## src/rtl/pipe_ctrl_pkg.sv

```systemverilog
// Shared types and constant control words for the pipeline hazard controller.
// Control word bit order: {pc_we, ifid/idex/exmem/memwb _we, ifid/idex/exmem/memwb _flush}.
package pipe_ctrl_pkg;

  typedef enum logic [1:0] {
    INIT     = 2'd0,
    RUN      = 2'd1,
    MEM_WAIT = 2'd2,
    MDU_WAIT = 2'd3
  } state_t;

  typedef struct packed {
    logic pc_we;
    logic ifid_we;
    logic idex_we;
    logic exmem_we;
    logic memwb_we;
    logic ifid_flush;
    logic idex_flush;
    logic exmem_flush;
    logic memwb_flush;
  } ctrl_t;

  localparam ctrl_t CTRL_RUN      = 9'b1_1111_0000;
  localparam ctrl_t CTRL_HOLD_ALL = 9'b0_0000_0000;
  localparam ctrl_t CTRL_INIT     = 9'b0_1111_1111;

endpackage

```

## src/rtl/pipe_perf_counter.sv

```systemverilog
// Free-running 32-bit event counter with enable; wraps modulo 2^32.
module pipe_perf_counter (
  input  logic        clk,
  input  logic        rst,
  input  logic        en,
  output logic [31:0] count
);

  always_ff @(posedge clk or posedge rst) begin
    if (rst) begin
      count <= '0;
    end else if (en) begin
      count <= count + 32'd1;
    end
  end

endmodule

```

## src/rtl/pipe_hazard_ctrl.sv

```systemverilog
// Pipeline stall/bubble/flush sequencer for the IF/ID, ID/EX, EX/MEM and MEM/WB registers.
// Optional performance counters are built when PIPE_PERF_EN is defined.
module pipe_hazard_ctrl
  import pipe_ctrl_pkg::*;
#(
  parameter int TIMEOUT = 255,
  parameter int TO_W    = 8
) (
  input  logic        clk,
  input  logic        rst,
  input  logic [4:0]  id_rs1,
  input  logic [4:0]  id_rs2,
  input  logic        id_use_rs1,
  input  logic        id_use_rs2,
  input  logic [4:0]  ex_rd,
  input  logic        ex_mem_read,
  input  logic        ex_redirect,
  input  logic        ex_mdu_start,
  input  logic        mdu_done,
  input  logic        mem_req,
  input  logic        dmem_ready,
  output logic        pc_we,
  output logic        ifid_we,
  output logic        idex_we,
  output logic        exmem_we,
  output logic        memwb_we,
  output logic        ifid_flush,
  output logic        idex_flush,
  output logic        exmem_flush,
  output logic        memwb_flush,
  output logic        mem_timeout,
  output logic [31:0] stall_cycles,
  output logic [31:0] flush_events
);

  localparam logic [TO_W-1:0] TO_LIMIT = TO_W'(TIMEOUT);

  state_t          state;
  state_t          state_nxt;
  ctrl_t           ctrl;
  logic            started;
  logic [TO_W-1:0] to_cnt;
  logic            to_fired;
  logic            mem_stall;
  logic            mdu_stall;
  logic            load_use;

  function automatic ctrl_t mem_wait_ctrl();
    ctrl_t c;
    c             = CTRL_HOLD_ALL;
    c.memwb_we    = 1'b1;
    c.memwb_flush = 1'b1;
    return c;
  endfunction

  function automatic ctrl_t mdu_wait_ctrl();
    ctrl_t c;
    c             = CTRL_HOLD_ALL;
    c.exmem_we    = 1'b1;
    c.exmem_flush = 1'b1;
    c.memwb_we    = 1'b1;
    return c;
  endfunction

  // Lower-priority RUN rules: MDU start, redirect, load-use, normal flow.
  function automatic ctrl_t run_rules(input logic mdu, input logic redir, input logic lu);
    ctrl_t c;
    c = CTRL_RUN;
    if (mdu) begin
      c = mdu_wait_ctrl();
    end else if (redir) begin
      c.ifid_flush = 1'b1;
      c.idex_flush = 1'b1;
    end else if (lu) begin
      c.pc_we      = 1'b0;
      c.ifid_we    = 1'b0;
      c.idex_flush = 1'b1;
    end
    return c;
  endfunction

  assign mem_stall = mem_req & ~dmem_ready;
  assign mdu_stall = ex_mdu_start & ~mdu_done;
  assign load_use  = ex_mem_read & (ex_rd != 5'd0) &
                     ((id_use_rs1 & (id_rs1 == ex_rd)) | (id_use_rs2 & (id_rs2 == ex_rd)));

  always_comb begin
    ctrl      = CTRL_HOLD_ALL;
    state_nxt = state;
    case (state)
      INIT: begin
        // Stay silent until the first clock edge after reset release.
        if (started) begin
          ctrl      = CTRL_INIT;
          state_nxt = RUN;
        end
      end
      RUN: begin
        if (mem_stall) begin
          ctrl      = mem_wait_ctrl();
          state_nxt = MEM_WAIT;
        end else begin
          ctrl      = run_rules(mdu_stall, ex_redirect, load_use);
          state_nxt = mdu_stall ? MDU_WAIT : RUN;
        end
      end
      MEM_WAIT: begin
        if (!dmem_ready) begin
          ctrl = mem_wait_ctrl();
        end else begin
          ctrl      = run_rules(mdu_stall, ex_redirect, load_use);
          state_nxt = mdu_stall ? MDU_WAIT : RUN;
        end
      end
      MDU_WAIT: begin
        if (mem_stall) begin
          ctrl = mem_wait_ctrl();
        end else if (mdu_done) begin
          ctrl      = CTRL_RUN;
          state_nxt = RUN;
        end else begin
          ctrl = mdu_wait_ctrl();
        end
      end
      default: begin
        state_nxt = INIT;
      end
    endcase
  end

  always_ff @(posedge clk or posedge rst) begin
    if (rst) begin
      state   <= INIT;
      started <= 1'b0;
    end else begin
      state   <= state_nxt;
      started <= 1'b1;
    end
  end

  assign mem_timeout = (state == MEM_WAIT) && (to_cnt == TO_LIMIT) && !to_fired;

  // Wait counter restarts on every MEM_WAIT entry and saturates at the limit.
  always_ff @(posedge clk or posedge rst) begin
    if (rst) begin
      to_cnt   <= '0;
      to_fired <= 1'b0;
    end else if ((state_nxt == MEM_WAIT) && (state != MEM_WAIT)) begin
      to_cnt   <= '0;
      to_fired <= 1'b0;
    end else if (state == MEM_WAIT) begin
      if (to_cnt != TO_LIMIT) begin
        to_cnt <= to_cnt + 1'b1;
      end
      if (mem_timeout) begin
        to_fired <= 1'b1;
      end
    end
  end

  assign pc_we       = ctrl.pc_we;
  assign ifid_we     = ctrl.ifid_we;
  assign idex_we     = ctrl.idex_we;
  assign exmem_we    = ctrl.exmem_we;
  assign memwb_we    = ctrl.memwb_we;
  assign ifid_flush  = ctrl.ifid_flush;
  assign idex_flush  = ctrl.idex_flush;
  assign exmem_flush = ctrl.exmem_flush;
  assign memwb_flush = ctrl.memwb_flush;

`ifdef PIPE_PERF_EN
  logic counted;
  logic any_flush;

  assign counted   = (state != INIT);
  assign any_flush = ctrl.ifid_flush | ctrl.idex_flush | ctrl.exmem_flush | ctrl.memwb_flush;

  pipe_perf_counter u_stall_cnt (
    .clk   (clk),
    .rst   (rst),
    .en    (counted & ~ctrl.pc_we),
    .count (stall_cycles)
  );

  pipe_perf_counter u_flush_cnt (
    .clk   (clk),
    .rst   (rst),
    .en    (counted & any_flush),
    .count (flush_events)
  );
`else
  assign stall_cycles = '0;
  assign flush_events = '0;
`endif

endmodule

```

## config.mk

```make
export PLATFORM = sky130hd
export DESIGN_NAME = pipe_hazard_ctrl
export DESIGN_NICKNAME = d
export VERILOG_FILES = /design/src/rtl/pipe_ctrl_pkg.sv /design/src/rtl/pipe_perf_counter.sv /design/src/rtl/pipe_hazard_ctrl.sv
export SDC_FILE = /design/constraint.sdc
export NUM_CORES = 1
export LEC_CHECK = 0
export BUFFER_PORTS_ARGS = -buffer_cell sky130_fd_sc_hd__buf_2
export CAP_MARGIN = 20
export CELL_PAD_IN_SITES_DETAIL_PLACEMENT = 1
export CELL_PAD_IN_SITES_GLOBAL_PLACEMENT = 2
export CORE_ASPECT_RATIO = 1.25
export CORE_MARGIN = 8
export CORE_UTILIZATION = 23
export DETAILED_ROUTE_END_ITERATION = 8
export PLACE_DENSITY_LB_ADDON = 0.12
export SLEW_MARGIN = 10
export SYNTH_ARGS = -nofsm -noshare
export SYNTH_HDL_FRONTEND = slang
export SYNTH_SLANG_ARGS = --single-unit
```

## constraint.sdc

```tcl
create_clock -name clk -period 4.65 [get_ports clk]
set_input_delay 0.465 -clock clk [delete_from_list [all_inputs] [get_ports clk]]
set_output_delay 0.465 -clock clk [all_outputs]
set_load 0.03 [all_outputs]
```

==> reports/metrics.cfg, run 1 <==
[run_status]
run_status=completed

[timing]
fin_crit_ns=2.32
fin_skew_ns=0.00147
max_freq_ghz=0.431
fin_worst_hold_slack_ns=0.235
worst_slew_margin_rel_pct=62.3
rsz0062_at_grt=no
timing_worst_slew_pin_value_ns=0.566
final-max-slew-violation-count=0
setup_tns_ns=0
timing.final.crit_share_pct=49.9
setup_viol_count_final=0
hold_viol_final=0

[power]
power_frac_clock_pct=25.2
seq_power_share_pct=31.5
switchingPower_uw=216
vdd_drop_max_uv=106
sw_frac_of_total_pct=46.9
power_density_over_the_cells_nw_per_um2=309
cell_internal_pwr_uw=244
power.static_leakage_nw=0.741
comb_power_share_pct=43.3

[floorplan]
design.portCount=99
dieWidth_um=86.7
initial_core_util_pct=23.4
chipHeight_um=104
die_area_sq_um=9050
core_region_area_sq_um=6130
num_rows=32

[yosys]
netlist-cell-type-count=37
netlist_instances=182
ys_seq_elements=12
post-synth-top-area-cell=sky130_fd_sc_hd__buf_4
synth.top_cells.by_area=sky130_fd_sc_hd__buf_4 33%, sky130_fd_sc_hd__dfrtp_1 21%, sky130_fd_sc_hd__xnor2_1 6.1%
most_used_flip_flop_cell_after_synthesis=sky130_fd_sc_hd__dfrtp_1
synth_top_area_share_pct=33.4
cell_area_after_synthesis_sq_um=1440
yosys_warnings=0
synthesis.area_per_instance_sq_um=7.89
synth.yosys.seq_area_share_pct=20.9
async_flop_share_pct=100
synth_edf_count=0

[cells_and_area]
mostFrequentLayoutCells=65 x sky130_fd_sc_hd__conb_1, 34 x sky130_fd_sc_hd__buf_2, 12 x sky130_fd_sc_hd__a21oi_1, 12 x sky130_fd_sc_hd__dfrtp_1
drive_gt1_share_pct=19.6
finalCoreUtilization_pct=24.3
area_growth_syn_to_layout_pct=3.48
n_fill_cell=807
nets=241
n_antenna_cell=0
mostFrequentLayoutCell=sky130_fd_sc_hd__conb_1

[clocking]
clock_tree_from_tritoncts=yes
ctsResizeCount=0
clk_pin_slew_worst_paths_ns=0.06
h-tree-depth=1
worst_skew_late_latency_ns=0.24
cts-root-to-sink-buffers=2
cts.root.buffer_cell=sky130_fd_sc_hd__clkbuf_8
cts_hold_buffers=0
cts_post_setup_buffers_inserted=0
numCtsBuffers=3
clock_sinks=12

[detailed_routing]
drc_errors=0
ant_nets=0
routed_via_density=3.81
routed-via-count=1140
routed_wirelength_mm=3.96
post_drt_wl_per_cell_um=13.2
drt-pass1-iter-count=4
detail_route.iter0.violations=44

[setup_path]
reg2reg_setup_slack_ns=2.83
timing_worst_setup_path_type=flop to output port
startpoint_type=flop
critPathCapture=idex_flush
critical_path_cell_count=5
path_buf_inv=1
rr_worst_depth=4
data_arrival_time_of_the_critical_path_ns=1.86
critical-path-top-delay-family=flip-flops
cp_max_fo=19
critPathMaxStageDelay_ns=0.68
r2r-end=to_cnt[7]$_DFFE_PP0P_
critical_path_required_ns=4.18
crit_path_end_kind=output port
critPathLaunch=state[1]$_DFF_PP0_
crit-reg2reg-launch=state[1]$_DFF_PP0_
crit_path_cell_trace=and3b_1, a31oi_1, o31ai_1, a21o_1, buf_2
crit_path_top_delay_cell=sky130_fd_sc_hd__dfrtp_1

[place]
detailed_place_hpwl_mm=3.43
place.port_buffers=34
routabilityCongestion=0.735

[global_route]
globalRouteTotalUtil_pct=8.28
globalRouteOverflowTotal=0
grt_antenna_before_repair=0
grt_first_pass_wirelength_mm=6.22
vias_in_the_first_global_route=1230
maximum_number_of_pins_on_one_net_before_global_route_repair=20

[flow_run]
maxCapViolations=0

[hold_path]
hold_path.class=primary input to asynchronous set/reset pin

==> registers in the layout, indices dropped and copies added, names as in the netlist <==
name      count
to_cnt        8
started       1
state         2
to_fired      1
==> through the flow <==
step | instances | total power [mW] | setup slack (ns) | area [sq um]
5_1_grt | 299 | 0.488 | 2.14 | 1490
2_1_floorplan | 245 | 0.346 | 2.31 | 1670
3_5_place_dp | 295 | 0.345 | 2.41 | 1430
3_3_place_gp | 295 | 0.342 | 2.42 | 1430
4_1_cts | 299 | 0.463 | 2.30 | 1490
6_report | 299 | 0.459 | 2.33 | 1490
==> area by class of cell <==
| class | instances | area [sq um] | area share (%) |
|---|---|---|---|
| clock buffers | 4 | 55.1 | 3.70 |
| multi-input cells | 158 | 832 | 56.0 |
| flip-flops and latches | 12 | 300 | 20.2 |
| repair buffers | 34 | 170 | 11.4 |
| inverters | 6 | 22.5 | 1.52 |
| well taps | 85 | 106 | 7.15 |
==> metal layers <==
metal  up-vias  wire length (um)  GRT usage [%]
met5         -                 0              0
met3         4               324           2.37
met2        47              2120           15.7
li1        552                 -              -
met4         0                45           2.72
met1       537              1470           8.18
==> cells by family after synthesis <==
logic type	after synthesis	synth area share, %
buf+inv	75	37.6
simple gates	41	15.7
compound gates	38	16.3
flops	12	20.9
xor+xnor	11	6.71
other cells	2	0.523
mux	2	1.39
fa+ha+maj	1	0.871
==> synth_stat cells (2+ instances only) <==
master and instances:
sky130_fd_sc_hd__o21ai_2 2, sky130_fd_sc_hd__mux2i_1 2, sky130_fd_sc_hd__o31ai_1 4, sky130_fd_sc_hd__buf_4 64
sky130_fd_sc_hd__xnor2_1 10, sky130_fd_sc_hd__nand3_1 5, sky130_fd_sc_hd__buf_2 3, sky130_fd_sc_hd__dfrtp_1 12
sky130_fd_sc_hd__a21oi_1 12, sky130_fd_sc_hd__nor2b_1 2, sky130_fd_sc_hd__nor2_1 10, sky130_fd_sc_hd__nand2_1 8
sky130_fd_sc_hd__o21a_1 2, sky130_fd_sc_hd__buf_6 2, sky130_fd_sc_hd__o22ai_1 3, sky130_fd_sc_hd__conb_1 2
sky130_fd_sc_hd__nand4_1 2, sky130_fd_sc_hd__o21ai_0 8, sky130_fd_sc_hd__or3_1 3, sky130_fd_sc_hd__inv_1 6
sky130_fd_sc_hd__or4_1 2, sky130_fd_sc_hd__nor3_1 2, sky130_fd_sc_hd__a31oi_1 2
==> worst min path at each step <==
stage	to	slack (ns)
after floorplan	started$_DFF_PP0_	0.33
after global placement	to_fired$_DFFE_PP0P_	0.51
after detailed placement	started$_DFF_PP0_	0.52
after CTS	started$_DFF_PP0_	0.26
after global routing	started$_DFF_PP0_	0.29
final	state[0]$_DFF_PP0_	0.24
==> power by group through the flow <==
| stage | Combinational, mW | Sequential [mW] | Clock, mW |
|---|---|---|---|
| final | 0.199 | 0.145 | 0.116 |
| after global routing | 0.215 | 0.149 | 0.124 |
| after detailed placement | 0.198 | 0.147 | 0 |
| after CTS | 0.198 | 0.146 | 0.119 |
| after global placement | 0.196 | 0.146 | 0 |
| after floorplan | 0.216 | 0.129 | 0 |
(Power assumes the default switching activity.)
==> run 2: changes to the inputs <==
--- a/config.mk
+++ b/config.mk
@@ -11,7 +11,7 @@
 export CELL_PAD_IN_SITES_GLOBAL_PLACEMENT = 2
 export CORE_ASPECT_RATIO = 1.25
 export CORE_MARGIN = 8
-export CORE_UTILIZATION = 23
+export CORE_UTILIZATION = 21
 export DETAILED_ROUTE_END_ITERATION = 8
 export PLACE_DENSITY_LB_ADDON = 0.12
 export SLEW_MARGIN = 10
==> constraint.sdc (replaced) <==
create_clock -name clk -period 2.25 [get_ports clk]
set_input_delay 0.225 -clock clk [delete_from_list [all_inputs] [get_ports clk]]
set_output_delay 0.225 -clock clk [all_outputs]
set_load 0.03 [all_outputs]
==> reports/metrics.cfg, run 2 (synthesis results as in run 1) <==
[floorplan]
initial_core_util_pct=21.7  ; -1.7 points
core_region_area_sq_um=6610  ; +7.8%
dieWidth_um=90.0  ; +3.8%
die_area_sq_um=9760  ; +7.9%
design.portCount=99  ; unchanged
num_rows=33  ; +3.1%
chipHeight_um=108  ; +3.9%

[cells_and_area]
top_register=to_cnt
drive_gt1_share_pct=20.7  ; +1.1 points
n_antenna_cell=0  ; unchanged
nets=244  ; +1.2%
area_growth_syn_to_layout_pct=5.23
layout_top_registers=to_cnt (8), state (2)
mostFrequentLayoutCells=65 x sky130_fd_sc_hd__conb_1, 34 x sky130_fd_sc_hd__buf_2, 12 x sky130_fd_sc_hd__a21oi_1, 12 x sky130_fd_sc_hd__dfrtp_1
mostFrequentLayoutCell=sky130_fd_sc_hd__conb_1
n_fill_cell=851  ; +5.5%
largest_reg_flops=8  ; unchanged
finalCoreUtilization_pct=22.9  ; -1.4 points

[timing]
hold_viol_final=0  ; unchanged
max_freq_ghz=0.495
rsz0062_at_grt=no
timing_worst_slew_pin_value_ns=0.525  ; -0.0411 ns
fin_skew_ns=0.000640  ; -0.000826 ns
timing.final.crit_share_pct=89.8
setup_tns_ns=0  ; unchanged
setup_viol_count_final=0  ; unchanged
fin_crit_ns=2.02
fin_worst_hold_slack_ns=0.00876  ; -0.226 ns
worst_slew_margin_rel_pct=65.0  ; +2.7 points
post-route-worst-setup-slack_ns=0.229  ; -2.10 ns
final-max-slew-violation-count=0  ; unchanged

[clocking]
clock_tree_from_tritoncts=yes
clk_pin_slew_worst_paths_ns=0.06  ; about the same
clock_sinks=12  ; unchanged
cts_post_setup_buffers_inserted=0  ; unchanged
cts.root.buffer_cell=sky130_fd_sc_hd__clkbuf_8
numCtsBuffers=3  ; unchanged
cts-root-to-sink-buffers=2  ; unchanged
cts_hold_buffers=0  ; unchanged
h-tree-depth=1  ; unchanged
worst_skew_late_latency_ns=0.24  ; about the same
ctsResizeCount=0  ; unchanged

[power]
cell_internal_pwr_uw=513  ; +110%
comb_power_share_pct=44.8  ; +1.5 points
seq_power_share_pct=30.2  ; -1.3 points
power_density_over_the_cells_nw_per_um2=642  ; +110%
power.static_leakage_nw=0.755  ; +1.9%
sw_frac_of_total_pct=47.1  ; +0.17 points
power_frac_clock_pct=25.0  ; -0.2 points
switchingPower_uw=457  ; +110%
vdd_drop_max_uv=250  ; +140%

[setup_path]
timing_worst_setup_path_type=flop to output port
critPathMaxStageDelay_ns=0.63  ; -0.05 ns
data_arrival_time_of_the_critical_path_ns=1.80  ; -0.06 ns
critical-path-top-delay-family=flip-flops
cp_max_fo=15  ; -4
path_buf_inv=1  ; unchanged
startpoint_type=flop
crit_path_end_kind=output port
crit_path_top_delay_cell=sky130_fd_sc_hd__dfrtp_1
crit_path_cell_trace=and3b_1, a31oi_1, o31ai_1, a21o_1, buf_2
critical_path_required_ns=2.03  ; -2.15 ns

[detailed_routing]
routed_wirelength_mm=4.11  ; +3.7%
detail_route.iter0.violations=23  ; -48%
routed-via-count=1135  ; -0.44%
drt-pass1-iter-count=4  ; unchanged
drc_errors=0  ; unchanged
routed_via_density=3.73  ; -2.1%
post_drt_wl_per_cell_um=13.5  ; +2.0%
ant_nets=0  ; unchanged

[hold_path]
hold_path.class=primary input to asynchronous set/reset pin

[place]
pre_cts_slack_ns=0.470  ; -1.94 ns
routabilityCongestion=0.686  ; -6.6%
detailed_place_hpwl_mm=3.44  ; +0.35%
place.port_buffers=34  ; unchanged

[run_status]
run_status=completed

[global_route]
globalRouteTotalUtil_pct=8.11  ; -0.17 points
globalRouteOverflowTotal=0  ; unchanged
grt_first_pass_wirelength_mm=6.71  ; +7.8%
maximum_number_of_pins_on_one_net_before_global_route_repair=16  ; -20%
grt_antenna_before_repair=0  ; unchanged
vias_in_the_first_global_route=1222  ; -0.65%

[flow_run]
maxCapViolations=0  ; unchanged

-- run 2: cell types whose count changed in the layout (fill, tap and decap cells not counted), sizes merged --
cell and delta:
buf +3
-- run 2: cell type report --
class / count / area [sq um] / share of cell area, %
multi-input combinational: 158 / 832 / 55.0
inverter: 6 / 22.5 / 1.49
timing repair buffer: 37 / 193 / 12.7
sequential: 12 / 300 / 19.9
tap: 87 / 109 / 7.20
clock buffer: 4 / 55.1 / 3.64
-- run 2: per-layer routing --
| metal | vias to the layer above | part of all wire (%) | global-route usage, % |
|---|---|---|---|
| li1 | 556 | - | - |
| met1 | 523 | 46 | 10.6 |
| met2 | 54 | 48 | 13.2 |
| met3 | 2 | 5.9 | 2.15 |
| met4 | 0 | 0.34 | 1.43 |
| met5 | - | 0 | 0 |
-- run 2: final timing paths --
| check | startpoint | to | slack [ns] | cells after the start |
|---|---|---|---|---|
| max in group asynchronous | rst | to_cnt[2]$_DFFE_PP0P_ | 1.89 | 2 |
| worst max register to register | state[1]$_DFF_PP0_ | to_cnt[7]$_DFFE_PP0P_ | 0.49 | 4 |
| min in group clk | mdu_done | state[1]$_DFF_PP0_ | 0.24 | 2 |
| worst min-delay path | rst | state[0]$_DFF_PP0_ | 0.009 | 2 |
| worst max-delay path | state[1]$_DFF_PP0_ | idex_flush | 0.23 | 5 |
| worst min register to register | to_fired$_DFFE_PP0P_ | to_fired$_DFFE_PP0P_ | 0.52 | 2 |
-- run 2: power groups by stage --
| stage | registers [mW] | logic (mW) | clock network, mW |
|---|---|---|---|
| after floorplan | 0.267 | 0.447 | 0 |
| after global placement | 0.295 | 0.431 | 0 |
| after detailed placement | 0.295 | 0.433 | 0 |
| after CTS | 0.292 | 0.436 | 0.256 |
| after global routing | 0.299 | 0.475 | 0.261 |
| final | 0.293 | 0.434 | 0.243 |
-- run 2: metrics by stage --
stage	cell area, sq um	power [mW]	std cells
3_3_place_gp	1460	0.726	300
3_5_place_dp	1460	0.728	300
4_1_cts	1510	0.984	304
2_1_floorplan	1670	0.715	245
6_report	1510	0.970	304
5_1_grt	1510	1.03	304
-- run 2: worst reg2reg max path: stages (launching register included) --
cell and delay (ns):
sky130_fd_sc_hd__dfrtp_1 0.63, sky130_fd_sc_hd__nor2b_4 0.26, sky130_fd_sc_hd__o21ai_2 0.15, sky130_fd_sc_hd__or4_1 0.50
sky130_fd_sc_hd__a21oi_1 0.15
==> run 3: changes to the inputs <==
--- a/config.mk
+++ b/config.mk
@@ -11,8 +11,9 @@
 export CELL_PAD_IN_SITES_GLOBAL_PLACEMENT = 2
 export CORE_ASPECT_RATIO = 1.25
 export CORE_MARGIN = 8
-export CORE_UTILIZATION = 21
+export CORE_UTILIZATION = 19
 export DETAILED_ROUTE_END_ITERATION = 8
+export GPL_ROUTABILITY_DRIVEN = 0
 export PLACE_DENSITY_LB_ADDON = 0.12
 export SLEW_MARGIN = 10
 export SYNTH_ARGS = -nofsm -noshare
==> constraint.sdc (replaced) <==
create_clock -name clk -period 1.85 [get_ports clk]
set_input_delay 0.185 -clock clk [delete_from_list [all_inputs] [get_ports clk]]
set_output_delay 0.185 -clock clk [all_outputs]
set_load 0.03 [all_outputs]
==> reports/metrics.cfg, run 3 (synthesis results as in run 1) <==
[cells_and_area]
drive_gt1_share_pct=27.4  ; +6.7 points
largest_reg_flops=8  ; unchanged
multiInputGateArea_sq_um=853  ; +2.6%
top_register=to_cnt
instances_no_fill=322  ; +5.9%
area_growth_syn_to_layout_pct=15.2
mostFrequentLayoutCell=sky130_fd_sc_hd__conb_1
n_antenna_cell=0  ; unchanged
area_occupied_by_registers_sq_um=302  ; +0.42%
layout_top_registers=to_cnt (8), state (2)
mostFrequentLayoutCells=65 x sky130_fd_sc_hd__conb_1, 31 x sky130_fd_sc_hd__buf_2, 17 x sky130_fd_sc_hd__buf_4, 12 x sky130_fd_sc_hd__a21oi_1, 11 x sky130_fd_sc_hd__dfrtp_1
nets=258  ; +5.7%
n_fill_cell=955  ; +12%

[global_route]
grt_antenna_before_repair=0  ; unchanged
globalRouteTotalUtil_pct=7.92  ; -0.20 points
globalRouteOverflowTotal=0  ; unchanged
maximum_number_of_pins_on_one_net_before_global_route_repair=13  ; -3
vias_in_the_first_global_route=1265  ; +3.5%
grt_first_pass_wirelength_mm=6.92  ; +3.2%

[floorplan]
num_rows=35  ; +6.1%
chipHeight_um=113  ; +4.4%
initial_core_util_pct=19.5  ; -2.2 points
core_region_area_sq_um=7360  ; +11%
die_area_sq_um=10600  ; +8.8%
design.portCount=99  ; unchanged
dieWidth_um=93.8  ; +4.2%

[power]
power.static_leakage_nw=0.823  ; +8.9%
power_density_over_the_cells_nw_per_um2=738  ; +15%
report.power.total_mw=1.22  ; +26%
cell_internal_pwr_uw=647  ; +26%
seq_power_share_pct=27.5  ; -2.7 points
comb_power_share_pct=52.2  ; +7.4 points
sw_frac_of_total_pct=47.0  ; -0.14 points
switchingPower_uw=574  ; +25%
vdd_drop_max_uv=273  ; +9.1%
power_frac_clock_pct=20.3  ; -4.7 points

[timing]
setup_tns_ns=0  ; unchanged
hold_viol_final=0  ; unchanged
rsz0062_at_grt=yes
timing_worst_slew_pin_value_ns=0.519  ; -0.00539 ns
fin_worst_hold_slack_ns=0.216  ; +0.207 ns
timing.final.crit_share_pct=94.7
fin_skew_ns=0.00193  ; +0.00129 ns
worst_slew_margin_rel_pct=65.3  ; +0.36 points
setup_viol_count_final=0  ; unchanged
post-route-worst-setup-slack_ns=0.0972  ; -0.132 ns
max_freq_ghz=0.571
fin_crit_ns=1.75
final-max-slew-violation-count=0  ; unchanged

[setup_path]
critical_path_required_ns=1.66  ; -0.37 ns
critPathMaxStageDelay_ns=0.46  ; -0.17 ns
rr_worst_depth=5  ; +1
critPathLaunch=state[1]$_DFF_PP0_
crit_path_end_kind=output port
reg2reg_setup_slack_ns=0.28  ; -0.21 ns
data_arrival_time_of_the_critical_path_ns=1.57  ; -0.23 ns
cp_max_fo=9  ; -6
crit-reg2reg-launch=to_cnt[0]$_DFFE_PP0P_
startpoint_type=flop
crit_path_cell_trace=and3b_1, a31oi_2, nor3_1, a21o_1, buf_2
timing_worst_setup_path_type=flop to output port
crit_path_top_delay_cell=sky130_fd_sc_hd__dfrtp_2
critPathCapture=idex_flush
r2r-end=to_cnt[7]$_DFFE_PP0P_

[detailed_routing]
drt-pass1-iter-count=3  ; -1
routed_via_density=3.75  ; +0.48%
detail_route.iter0.violations=30  ; +30%
post_drt_wl_per_cell_um=13.6  ; +0.67%
routed-via-count=1208  ; +6.4%
routed_wirelength_mm=4.38  ; +6.6%
drc_errors=0  ; unchanged
ant_nets=0  ; unchanged

[place]
pre_cts_slack_ns=0.180  ; -0.290 ns
place_inst=313  ; +4.3%
place.port_buffers=34  ; unchanged
detailed_place_hpwl_mm=3.68  ; +7.1%

[clocking]
cts.root.buffer_cell=sky130_fd_sc_hd__clkbuf_8
cts-root-to-sink-buffers=2  ; unchanged
clk_pin_slew_worst_paths_ns=0.06  ; about the same
h-tree-depth=1  ; unchanged
numCtsBuffers=3  ; unchanged
clock_sinks=12  ; unchanged
worst_skew_late_latency_ns=0.24  ; about the same
clock_tree_from_tritoncts=yes

[run_status]
run_status=completed

[hold_path]
hold_path.class=primary input to flop

[flow_run]
maxCapViolations=0  ; unchanged

[run 3: worst min-delay path by stage]
stage,end,slack (ns),startpoint,cells past startpoint
2_1_floorplan,started$_DFF_PP0_,0.05,rst,1
3_3_place_gp,started$_DFF_PP0_,0.26,rst,2
3_5_place_dp,started$_DFF_PP0_,0.25,rst,2
4_1_cts,state[1]$_DFF_PP0_,0.18,mdu_done,2
5_1_grt,state[1]$_DFF_PP0_,0.21,mdu_done,2
6_report,state[1]$_DFF_PP0_,0.22,mdu_done,2
[run 3: repair_timing]
| item | in CTS | in global routing |
|---|---|---|
| resized for setup | 3 | 8 |
| setup endpoints to repair | 4 | 5 |
| pin swaps | 0 | 3 |
| buffers inserted | 0 | 5 |
| hold buffers | 1 | 0 |
| hold endpoints to repair | 12 | 0 |
[run 3: power by group through the flow]
stage	clock (mW)	sequential (mW)	combinational [mW]
after floorplan	0	0.325	0.546
after global placement	0	0.340	0.599
after detailed placement	0	0.341	0.595
after CTS	0.259	0.337	0.607
after global routing	0.264	0.342	0.701
final	0.247	0.336	0.638
[run 3: cell type report]
type | instances | share of cell area, %
well taps | 92 | 6.96
clock buffers | 3 | 2.50
flip-flops and latches | 12 | 18.2
multi-input cells | 158 | 51.6
inverters | 6 | 1.36
repair buffers | 51 | 19.4
[run 3: worst max-delay path: cells and delay by family (launching register included)]
family,cells,cell delay (ns)
simple gates,2,0.28
flops,1,0.46
buf+inv,1,0.17
compound gates,2,0.41
[run 3: metal layers]
layer	vias up	GRT usage (%)	part of all wire, %
li1	583	-	-
met1	568	9.77	43
met2	55	13.1	48
met3	2	2.32	9.3
met4	0	1.59	0.27
met5	-	0	0
[run 3: metrics by stage]
step | instance area, sq um | utilization (%)
final | 1650 | 22.5
after floorplan | 1680 | -
after CTS | 1600 | 21.8
after global placement | 1540 | 20.9
after detailed placement | 1540 | 20.9
after global routing | 1650 | 22.5
